## src/rtl/regwb_pkg.sv

```systemverilog
// Shared types and helpers for the register-file writeback sequencer.
package regwb_pkg;

  localparam int TID_W       = 2;
  localparam int NUM_THREADS = 4;
  localparam int WB_D_W      = 64;

  typedef struct packed {
    logic [WB_D_W-1:0] data;
    logic [4:0]        rd;
    logic [TID_W-1:0]  tid;
  } wb_entry_t;

  function automatic logic [NUM_THREADS-1:0] tid2onehot(input logic [TID_W-1:0] tid);
    logic [NUM_THREADS-1:0] oh;
    oh      = '0;
    oh[tid] = 1'b1;
    return oh;
  endfunction

endpackage

```

## src/rtl/wb_fifo.sv

```systemverilog
// Small per-source result FIFO; head visible the cycle after push, pop is same-cycle.
// full = !ready: a full FIFO ignores push even when popped in the same cycle.
module wb_fifo #(
  parameter int W     = 8,
  parameter int DEPTH = 2
) (
  input  logic         clk,
  input  logic         reset,
  input  logic         push,
  input  logic [W-1:0] push_dat,
  input  logic         pop,
  output logic         full,
  output logic         empty,
  output logic [W-1:0] head
);

  localparam int AW = $clog2(DEPTH);

  logic [W-1:0]  mem [DEPTH];
  logic [AW:0]   wr_ptr;
  logic [AW:0]   rd_ptr;
  logic          do_push;
  logic          do_pop;

  // Extra pointer bit tells a wrapped (full) state apart from empty.
  assign empty   = (wr_ptr == rd_ptr);
  assign full    = (wr_ptr[AW] != rd_ptr[AW]) && (wr_ptr[AW-1:0] == rd_ptr[AW-1:0]);
  assign do_push = push && !full;
  assign do_pop  = pop && !empty;
  assign head    = mem[rd_ptr[AW-1:0]];

  always_ff @(posedge clk) begin
    if (reset) begin
      wr_ptr <= '0;
      rd_ptr <= '0;
    end else begin
      if (do_push) wr_ptr <= wr_ptr + 1'b1;
      if (do_pop)  rd_ptr <= rd_ptr + 1'b1;
    end
  end

  always_ff @(posedge clk) begin
    if (do_push) mem[wr_ptr[AW-1:0]] <= push_dat;
  end

endmodule

```

## src/rtl/regwb_seq.sv

```systemverilog
// Writeback sequencer: ALU and load results -> one register-file write per cycle, accept-to-ctrl_WB 2 cycles.
// ready = !full per source; mem wins contention unless ALU starved STARVE_MAX times. Option: REGWB_BYPASS_EN.
module regwb_seq
  import regwb_pkg::*;
#(
  parameter int D_WIDTH    = WB_D_W,
  parameter int FIFO_DEPTH = 2,
  parameter int STARVE_MAX = 4
) (
  input  logic                   clk,
  input  logic                   reset,
  input  logic                   alu_valid,
  output logic                   alu_ready,
  input  logic [D_WIDTH-1:0]     alu_data,
  input  logic [4:0]             alu_rd,
  input  logic [TID_W-1:0]       alu_tid,
  input  logic                   mem_valid,
  output logic                   mem_ready,
  input  logic [D_WIDTH-1:0]     mem_data,
  input  logic [4:0]             mem_rd,
  input  logic [TID_W-1:0]       mem_tid,
  output logic                   ctrl_WB,
  output logic [D_WIDTH-1:0]     data_WB,
  output logic [4:0]             reg_wraddr,
  output logic [NUM_THREADS-1:0] thread_sel_WB,
  output logic                   idle
`ifdef REGWB_BYPASS_EN
  ,
  input  logic [4:0]             rs1_ID,
  input  logic [4:0]             rs2_ID,
  input  logic [NUM_THREADS-1:0] thread_sel_ID,
  output logic                   byp1_hit,
  output logic                   byp2_hit
`endif
);

  localparam int E_W  = $bits(wb_entry_t);
  localparam int SC_W = $clog2(STARVE_MAX + 1);

  wb_entry_t       alu_in, mem_in, alu_head, mem_head, win;
  logic            alu_full, alu_empty, mem_full, mem_empty;
  logic            grant_alu, grant_mem, grant;
  logic [SC_W-1:0] starve_cnt;

  assign alu_in    = '{data: alu_data, rd: alu_rd, tid: alu_tid};
  assign mem_in    = '{data: mem_data, rd: mem_rd, tid: mem_tid};
  assign alu_ready = !alu_full;
  assign mem_ready = !mem_full;

  wb_fifo #(.W(E_W), .DEPTH(FIFO_DEPTH)) u_alu_fifo (
    .clk      (clk),
    .reset    (reset),
    .push     (alu_valid && alu_ready),
    .push_dat (alu_in),
    .pop      (grant_alu),
    .full     (alu_full),
    .empty    (alu_empty),
    .head     (alu_head)
  );

  wb_fifo #(.W(E_W), .DEPTH(FIFO_DEPTH)) u_mem_fifo (
    .clk      (clk),
    .reset    (reset),
    .push     (mem_valid && mem_ready),
    .push_dat (mem_in),
    .pop      (grant_mem),
    .full     (mem_full),
    .empty    (mem_empty),
    .head     (mem_head)
  );

  // Loads normally win; a saturated starve count hands the slot to the ALU.
  assign grant_alu = !alu_empty && (mem_empty || (starve_cnt == SC_W'(STARVE_MAX)));
  assign grant_mem = !mem_empty && !grant_alu;
  assign grant     = grant_alu || grant_mem;
  assign win       = grant_alu ? alu_head : mem_head;

  always_ff @(posedge clk) begin
    if (reset) begin
      starve_cnt <= '0;
    end else if (!alu_empty && !grant_alu) begin
      starve_cnt <= starve_cnt + 1'b1;
    end else begin
      starve_cnt <= '0;
    end
  end

  // x0 entries still consume the slot and load data/addr, but never write.
  always_ff @(posedge clk) begin
    if (reset) begin
      ctrl_WB       <= 1'b0;
      data_WB       <= '0;
      reg_wraddr    <= '0;
      thread_sel_WB <= '0;
    end else if (grant) begin
      ctrl_WB       <= (win.rd != 5'd0);
      data_WB       <= win.data;
      reg_wraddr    <= win.rd;
      thread_sel_WB <= (win.rd != 5'd0) ? tid2onehot(win.tid) : '0;
    end else begin
      ctrl_WB       <= 1'b0;
      thread_sel_WB <= '0;
    end
  end

  assign idle = alu_empty && mem_empty && !ctrl_WB;

`ifdef REGWB_BYPASS_EN
  assign byp1_hit = ctrl_WB && (thread_sel_WB == thread_sel_ID) && (reg_wraddr == rs1_ID);
  assign byp2_hit = ctrl_WB && (thread_sel_WB == thread_sel_ID) && (reg_wraddr == rs2_ID);
`endif

endmodule

```

## config.mk

```make
export PLATFORM = sky130hd
export DESIGN_NAME = regwb_seq
export DESIGN_NICKNAME = d
export VERILOG_FILES = /design/src/rtl/regwb_pkg.sv /design/src/rtl/wb_fifo.sv /design/src/rtl/regwb_seq.sv
export SDC_FILE = /design/constraint.sdc
export NUM_CORES = 1
export LEC_CHECK = 0
export CORE_MARGIN = 3
export CORE_UTILIZATION = 34
export CTS_BUF_LIST = sky130_fd_sc_hd__clkbuf_16
export DETAILED_ROUTE_END_ITERATION = 10
export PLACE_DENSITY = 0.65
export SYNTH_ARGS = -nofsm -noshare
export SYNTH_HDL_FRONTEND = slang
export SYNTH_SLANG_ARGS = --single-unit
```

## constraint.sdc

```tcl
create_clock -name clk -period 7.6 [get_ports clk]
set_input_delay 2.28 -clock clk [delete_from_list [all_inputs] [get_ports clk]]
set_output_delay 2.28 -clock clk [all_outputs]
set_load 0.01 [all_outputs]
```

# After elaboration in Yosys (flattened, before gate mapping)
# Memories as Yosys holds them, arrays and structs flattened. A register that Yosys moved wholly into a read port is not among the register bits.
# Cells that the tools add are included.
# totals
regBits	85
ramBits	284
input_bits	146
out_inout_bits	77
wordCells	65
n_memories	2
# op_classes
n_addsub	5
magnitude_cmp	2
eq_ne	7
mux	11
n_bitwise	3
reduce_logical	26
# memory_table
name	depth	word_bits	rd	rd_clocked_by_memory_dff	write_ports	line	rtl
u_alu_fifo.mem	2	71	1	1	1	wb_fifo.sv:19	logic [W-1:0] mem [DEPTH];
u_mem_fifo.mem	2	71	1	1	1	wb_fifo.sv:19	
# op_table
cell	count
$mux 71	1
$logic_and 1x1->1	14
$mux 1	9
$add 2x1->2 const B	4
$logic_not 1->1	6
$reduce_bool 5->1	1
$eq 2x2->1	2
$reduce_or 2->1	2
$add 3x1->3 const B	1
$eq 3x3->1 const B	1
$lt 2x3->1 const B	1
$not 1->1	3
$reduce_or 3->1	1
$demux 1 s2	1
$eq 1x1->1	2
$ge 2x1->1 const B	1
$logic_or 1x1->1	2
$ne 1x1->1	2

# Longest topological paths before layout
# Gate-level depths: netlist (run 1).
# depth
word_depth	8
ltp_mapped	8
mapped_depth_nobuf	7

# Hierarchy
# A second synthesis (run 1) with hierarchy kept.
# unflattened
cells_unflattened	852
hier_area_um2	13954.6
# modules_own_cells
module	instances	cells_per_inst	area_each_um2	seq_area_each_um2
wb_fifo	2	254	5387.7	4364.2
regwb_seq	1	344	3179.3	1541.5

# Worst setup path after synthesis (run 1)
# No wires, ideal clock.
# synth_path
kind	input-to-reg
start	input port mem_valid
end	memory u_mem_fifo.mem[0][0] in the netlist's numbering, enable pin
setup_time_ns	0.500
arrival_time_ns	5.318
required_time_ns	7.100
path_slack_ns	1.782
path_stages	2
n_path_buf	0
cell_sequence	nand2_1 nor2_1
# synth_between
elab_chain_len	4
# synth_rtl
item	line	rtl
start, declared	regwb_seq.sv:17	input logic mem_valid,
$logic_and 1x1->1	regwb_seq.sv:64	.push (mem_valid && mem_ready),
$logic_and 1x1->1	wb_fifo.sv:28	assign do_push = push && !full;
$mux 1	wb_fifo.sv:43	if (do_push) mem[wr_ptr[AW-1:0]] <= push_dat;
$mux 1 (not written as such)	wb_fifo.sv:43	
end, declared	wb_fifo.sv:19	
# Every way passes these cells.

# Final worst setup path (run 1)
# layout_path
start	register u_alu_fifo.wr_ptr[0]
end	output port idle
# layout_between
elab_chain_len	3
# layout_rtl
item	line	rtl
start, declared	wb_fifo.sv:20	logic [AW:0] wr_ptr;
start signal, assigned	wb_fifo.sv:37	if (do_push) wr_ptr <= wr_ptr + 1'b1;
$eq 2x2->1	wb_fifo.sv:26	assign empty = (wr_ptr == rd_ptr);
$logic_and 1x1->1 (2 in a row)	regwb_seq.sv:106	assign idle = alu_empty && mem_empty && !ctrl_WB;
end, declared	regwb_seq.sv:26	output logic idle
# Every way passes these cells.

==> metrics.txt, run 1 <==
largest cells by area after synthesis edfxtp_1 63%, dfxtp_1 13%, mux2i_1 7.9%; Main synth FF type edfxtp_1; area grow syn2layout 30.2%; Die Height slightly above 200 um; number of vias per cell 4.83; CP peak stage delay around 0.73 ns; DRC Markers 0; Reg-to-Reg Start u_alu_fifo.wr_ptr[0]; Logic pwr share 28.2%; die area approximately 42000 sq um; final setup violation count 0; clock tree root driver cell clkbuf_16; achievable frequency roughly 190 MHz; syn_area_per_cell roughly 18 sq um; Setup Skew 0.0184 ns; Slew Viols, Final 0; Worst R2R End data_WB[55]; worst ir drop on vdd roughly 0.20 mV; initial antenna violation count 7; critical-path cell list xnor2_1, nor2b_1, nand2_2, nor2_1, clkdlybuf4s50_1; Mapped Area 13500 sq um; Routed WL between 30000 and 40000 um; worst-path fanout max 8; post-route setup TNS 0 ns; Commonest cells post-synth 284 x edfxtp_1, 107 x mux2i_1, 87 x dfxtp_1, 54 x nor2_1, 43 x mux2_2; Place WS between 2 and 3 ns; delay-heaviest family, CP simple AND/OR/NAND/NOR gates; drt first-iter violations around 350; # diodes 0; crit path time final a little over 5 ns; Slew HR 22.8%; H-tree levels 2; WL/cell slightly above 20 um; Fin. Hold Viols 0; startpoint types flip-flop; vias in the first global route between 7000 and 8000; Starting Density a little over a third; gr usage total 14.9%; Buf/Inv on CP 1; Synth Instances a little under 800; synth unique cells 38; IO Pins about 220; switching power 2.03 mW; HP Start reg_wraddr[2]; Overflow after GRT 0; worst endpoint required time ~5.3 ns; Arr. time, crit path about 2.9 ns; Crit-path slowest cell nor2b_1; first-pass GRT wire length between 40000 and 50000 um; CP Capture Type output port; sequential power share between 40% and 50%; crit path kind flip-flop to output port; post-CTS sizing 0; Post-DP Area around 16000 sq um; layout cells sized above 1 between 10% and 20%; post-route setup slack between 2 and 2.5 ns; MaxCap Viol Count 0; cell internal pwr approximately 4.7 mW; worst reg-to-reg setup slack around 4.2 ns; Synth Net Count 920; Sw Ratio 30.1%; final RePlAce weighted congestion between 0.7 and 0.8; DP HPWL roughly 20000 um; nets@finish 1154; CTS tree done; CORE AREA a little under 40000 sq um; Post-synth EDFFs 284; most common cell in the synthesized netlist edfxtp_1; R2R cell count 6; Clock transition at path regs around 0.06 ns; Power Total 6.76 mW; TritonCTS buffer count 41; area leader, netlist edfxtp_1; CTS max path bufs 3; Seq cells post-synth between 300 and 400; num rows 72; Tightest Pin Transition between 1 and 1.5 ns; vias 7527; Power per Cell Area around 380 nW/um^2; I/O Buffers 222; hold crit path type flip-flop to flip-flop; Final Cell Area about 18000 sq um; Post-CTS Hold Fix Bufs 0; Post-synth ARST share 0%; Synth top area share about 63%; Clk pwr share between 20% and 30%; register area share after synthesis about 76%; RSZ-0062 raised after global routing false; Worst Hold Endpoint reg_wraddr[2]; largest net degree at the start of global routing 56; Worst Hold Path Cells 1; CTS Sinks between 300 and 400; LEAKAGE around 6 nW; Die Width 206 um; status complete, no violations; Clk Latency, worst-skew pair 0.54 ns; DRT antenna net count 0; ratio of final minimum period to clock period ~68%; Setup Buffers After CTS 0; DR pass1 iterations 5; Ys Warns 0
[state kept, by name (all words and copies together), names as in the netlist, named ones only]
signal / count
reg_wraddr: 5
u_alu_fifo.mem: 142
u_mem_fifo.wr_ptr: 2
u_mem_fifo.mem: 142
ctrl_WB: 1
starve_cnt: 3
thread_sel_WB: 4
data_WB: 64
u_alu_fifo.wr_ptr: 2
u_mem_fifo.rd_ptr: 2
u_alu_fifo.rd_ptr: 2
[worst max path at each step]
stage / start / endpoint / depth (start not counted)
CTS: u_alu_fifo.wr_ptr[0] / idle / 5
global placement: reset / data_WB[11] / 4
floorplan: mem_valid / u_mem_fifo.mem[0][0] / 2
detailed placement: reset / data_WB[53] / 4
global route: u_alu_fifo.wr_ptr[0] / idle / 5
finish: u_alu_fifo.wr_ptr[0] / idle / 5
[routing by layer]
metal	vias to the layer above	track usage, %	part of all wire, %
met2	201	24.3	48
met1	3716	19.1	43
met5	-	0	0.25
met4	14	5.86	2.9
li1	3524	-	-
met3	72	3.61	5.9
[kinds of logic (layout without fill, tap and decap cells)]
group	Yosys count	count (layout)	synth area share [%]
flip-flops	371	371	75.9
multiplexers	150	150	11.5
AO/OA/AOI/OAI	106	106	6.73
AND/OR/NAND/NOR	84	84	2.86
buffers and inverters	44	311	1.92
XOR/XNOR	15	15	0.970
adder cells (fa/ha/maj)	2	2	0.185
[through the flow]
step | hold slack, ns | instances | util [%]
finish | 0.471 | 1557 | 45.2
floorplan | 0.429 | 772 | -
detailed placement | 0.458 | 1481 | 41.7
global route | 0.487 | 1557 | 45.2
global placement | 0.454 | 1481 | 41.7
CTS | 0.473 | 1557 | 45.2
[cell usage in the layout, fill, tap and decap left out, types with 2 or more instances in the layout]
cell,n
edfxtp_1,284
inv_1,13
bufinv_16,3
a221o_1,37
nor2_4,5
dfxtp_1,85
nor3_1,2
clkinv_1,11
mux2_2,43
nor2_1,52
xnor2_1,7
dfxtp_4,2
xor2_1,8
ha_1,2
a21oi_1,2
nand2_1,8
nor4_1,8
and3_4,2
buf_4,10
nand3_1,2
o22ai_1,27
a22o_1,32
inv_6,2
clkinv_2,2
clkdlybuf4s50_1,222
clkbuf_16,46
clkinvlp_4,2
mux2i_1,107
[power groups by stage]
| stage | clock network, mW | logic [mW] | registers [mW] |
|---|---|---|---|
| 2_1_floorplan | 0 | 1.23 | 2.93 |
| 3_3_place_gp | 0 | 1.92 | 2.92 |
| 3_5_place_dp | 0 | 1.95 | 2.93 |
| 4_1_cts | 2.03 | 1.95 | 2.90 |
| 5_1_grt | 2.11 | 2.08 | 2.94 |
| 6_report | 1.96 | 1.90 | 2.89 |
[cell type report]
type,instances,area (sq um)
inverters,3,11.3
fillers,3422,21400
well taps,518,648
flip-flops and latches,371,10300
clock buffers,46,1150
repair buffers,232,2300
multi-input cells,357,3030
clock inverters,30,211
No activity file was read; power rests on OpenSTA's default activity.
==> run 2: changes to the inputs <==
--- a/config.mk
+++ b/config.mk
@@ -9,7 +9,7 @@
 export CORE_UTILIZATION = 34
 export CTS_BUF_LIST = sky130_fd_sc_hd__clkbuf_16
 export DETAILED_ROUTE_END_ITERATION = 10
-export PLACE_DENSITY = 0.65
+export PLACE_DENSITY = 0.67
 export SYNTH_ARGS = -nofsm -noshare
 export SYNTH_HDL_FRONTEND = slang
 export SYNTH_SLANG_ARGS = --single-unit
==> constraint.sdc (replaced) <==
create_clock -name clk -period 4.22 [get_ports clk]
set_input_delay 1.266 -clock clk [delete_from_list [all_inputs] [get_ports clk]]
set_output_delay 1.266 -clock clk [all_outputs]
set_load 0.01 [all_outputs]
==> metrics.txt, run 2 (synthesis gave the netlist of run 1 again) <==
met3 usage under 10%; DR pass1 iterations 5; # diodes 0; Clk Latency, worst-skew pair 0.54 ns; Tightest Pin Transition 1.11 ns; Die Width 206 um; hold crit path type flip-flop to flip-flop; CP Capture Type output port; most common cell after layout, fill and taps aside edfxtp_1; crit path kind flip-flop to output port; area grow syn2layout 29.1%; Fin. Hold Viols 0; die area roughly 42000 sq um; WL/cell 20.8 um; Final Non-Filler Cells 1557; startpoint types flip-flop; TritonCTS buffer count 39; Power per Cell Area between 600 and 700 nW/um^2; number of vias per cell a little under 5; CTS Sinks around 370; status complete, no violations; Slew Viols, Final 0; clock tree root driver cell clkbuf_16; Starting Density between 30% and 40%; Post-CTS Hold Fix Bufs 0; worst ir drop on vdd between 0.3 and 0.4 mV; Reg-to-Reg Start u_alu_fifo.wr_ptr[0]; CORE AREA 39000 sq um; global route hottest layer met2; cell internal pwr around 8 mW; MaxCap Viol Count 0; Place WS 1.03 ns; CTS max path bufs 3; Logic pwr share 29.1%; worst endpoint required time 2.95 ns; layout cells sized above 1 about 11%; met2 Track Usage GR 25.4%; RSZ-0062 raised after global routing false; post-route setup slack 0.487 ns; vias 7597; gr usage total between 10% and 20%; Clock transition at path regs 0.06 ns; post-route setup TNS 0 ns; most frequent cells in the layout 284 x edfxtp_1, 222 x clkdlybuf4s50_1, 107 x mux2i_1, 85 x dfxtp_1, 52 x nor2_1; Die Height 206 um; DRT antenna net count 0; drt first-iter violations around 420; Arr. time, crit path 2.47 ns; post-CTS sizing 0; I/O Buffers roughly 220; HP Start data_WB[62]; Setup Buffers After CTS 0; first-pass GRT wire length 48100 um; met1 usage between 10% and 20%; IO Pins 223; Overflow after GRT 0; nets@finish approximately 1200; final RePlAce weighted congestion a little under 0.8; Setup Skew about 0.017 ns; sequential power share between 40% and 50%; CP startpoint u_alu_fifo.wr_ptr[0]; final setup violation count 0; DP HPWL approximately 20000 um; achievable frequency between 200 and 300 MHz; worst-path fanout max 8; H-tree levels 2; crit path time final between 3 and 4 ns; Sw Ratio 31.0%; Clk pwr share a little over a quarter; Post-Place Cells 1485; ratio of final minimum period to clock period roughly nine tenths; Slew HR between 20% and 30%; vias in the first global route roughly 8000; DRC Markers 0; largest net degree at the start of global routing 59; initial antenna violation count 1; switching power 3.66 mW; R2R cell count 7; Worst Hold Path Cells 1; num rows just over 70; Routed WL roughly 32000 um; LEAKAGE just under 6 nW; CTS tree done
## run 2: changes by cell type in the layout (fill, tap and decap cells not counted), sizes merged
cell      before  now
buf           10   14
clkinvlp       2    1
inv           15   18
bufinv         3    0
clkbuf        46   40
clkinv        13   16
## run 2: power groups by stage
stage               Combinational, mW  Sequential [mW]  Clock, mW
finish                           3.43             5.30       3.07
global placement                 3.44             5.35          0
CTS                              3.49             5.31       3.17
floorplan                        2.21             5.25          0
detailed placement               3.48             5.38          0
global route                     3.71             5.38       3.33
## run 2: worst paths after layout
check | end | slack, ns
max | idle | 0.49
max reg2reg | data_WB[49] | 1.62
min reg2reg | data_WB[62] | 0.47
min | data_WB[62] | 0.47
## run 2: critical path: stages, from the launching register on
cell and delay (ns):
dfxtp_1 0.45, xnor2_1 0.19, nor2b_1 0.17, buf_4 0.19, nand2_2 0.10, nor2_1 0.24, clkdlybuf4s50_1 0.59
## run 2: routing by layer
layer  vias up  wire length [um]
met4         2               778
met1      3813             13700
met2       217             16200
li1       3517                 -
met3        48              1830
met5         -                13
## run 2: through the flow
stage	hold WS (ns)	cell area, sq um	util, %	total power, mW
4_1_cts	0.465	17500	44.8	12.0
6_report	0.473	17500	44.8	11.8
3_3_place_gp	0.455	16300	41.9	8.80
3_5_place_dp	0.457	16300	41.9	8.86
2_1_floorplan	0.429	13500	-	7.46
5_1_grt	0.491	17500	44.8	12.4
## run 2: final cells by class
type / count / area [sq um]
Inverter: 3 / 11.3
Clock inverter: 32 / 146
Clock buffer: 40 / 1000
Multi-Input combinational cell: 357 / 3030
Tap cell: 518 / 648
Sequential cell: 371 / 10300
Timing Repair Buffer: 236 / 2360
Fill cell: 3384 / 21500
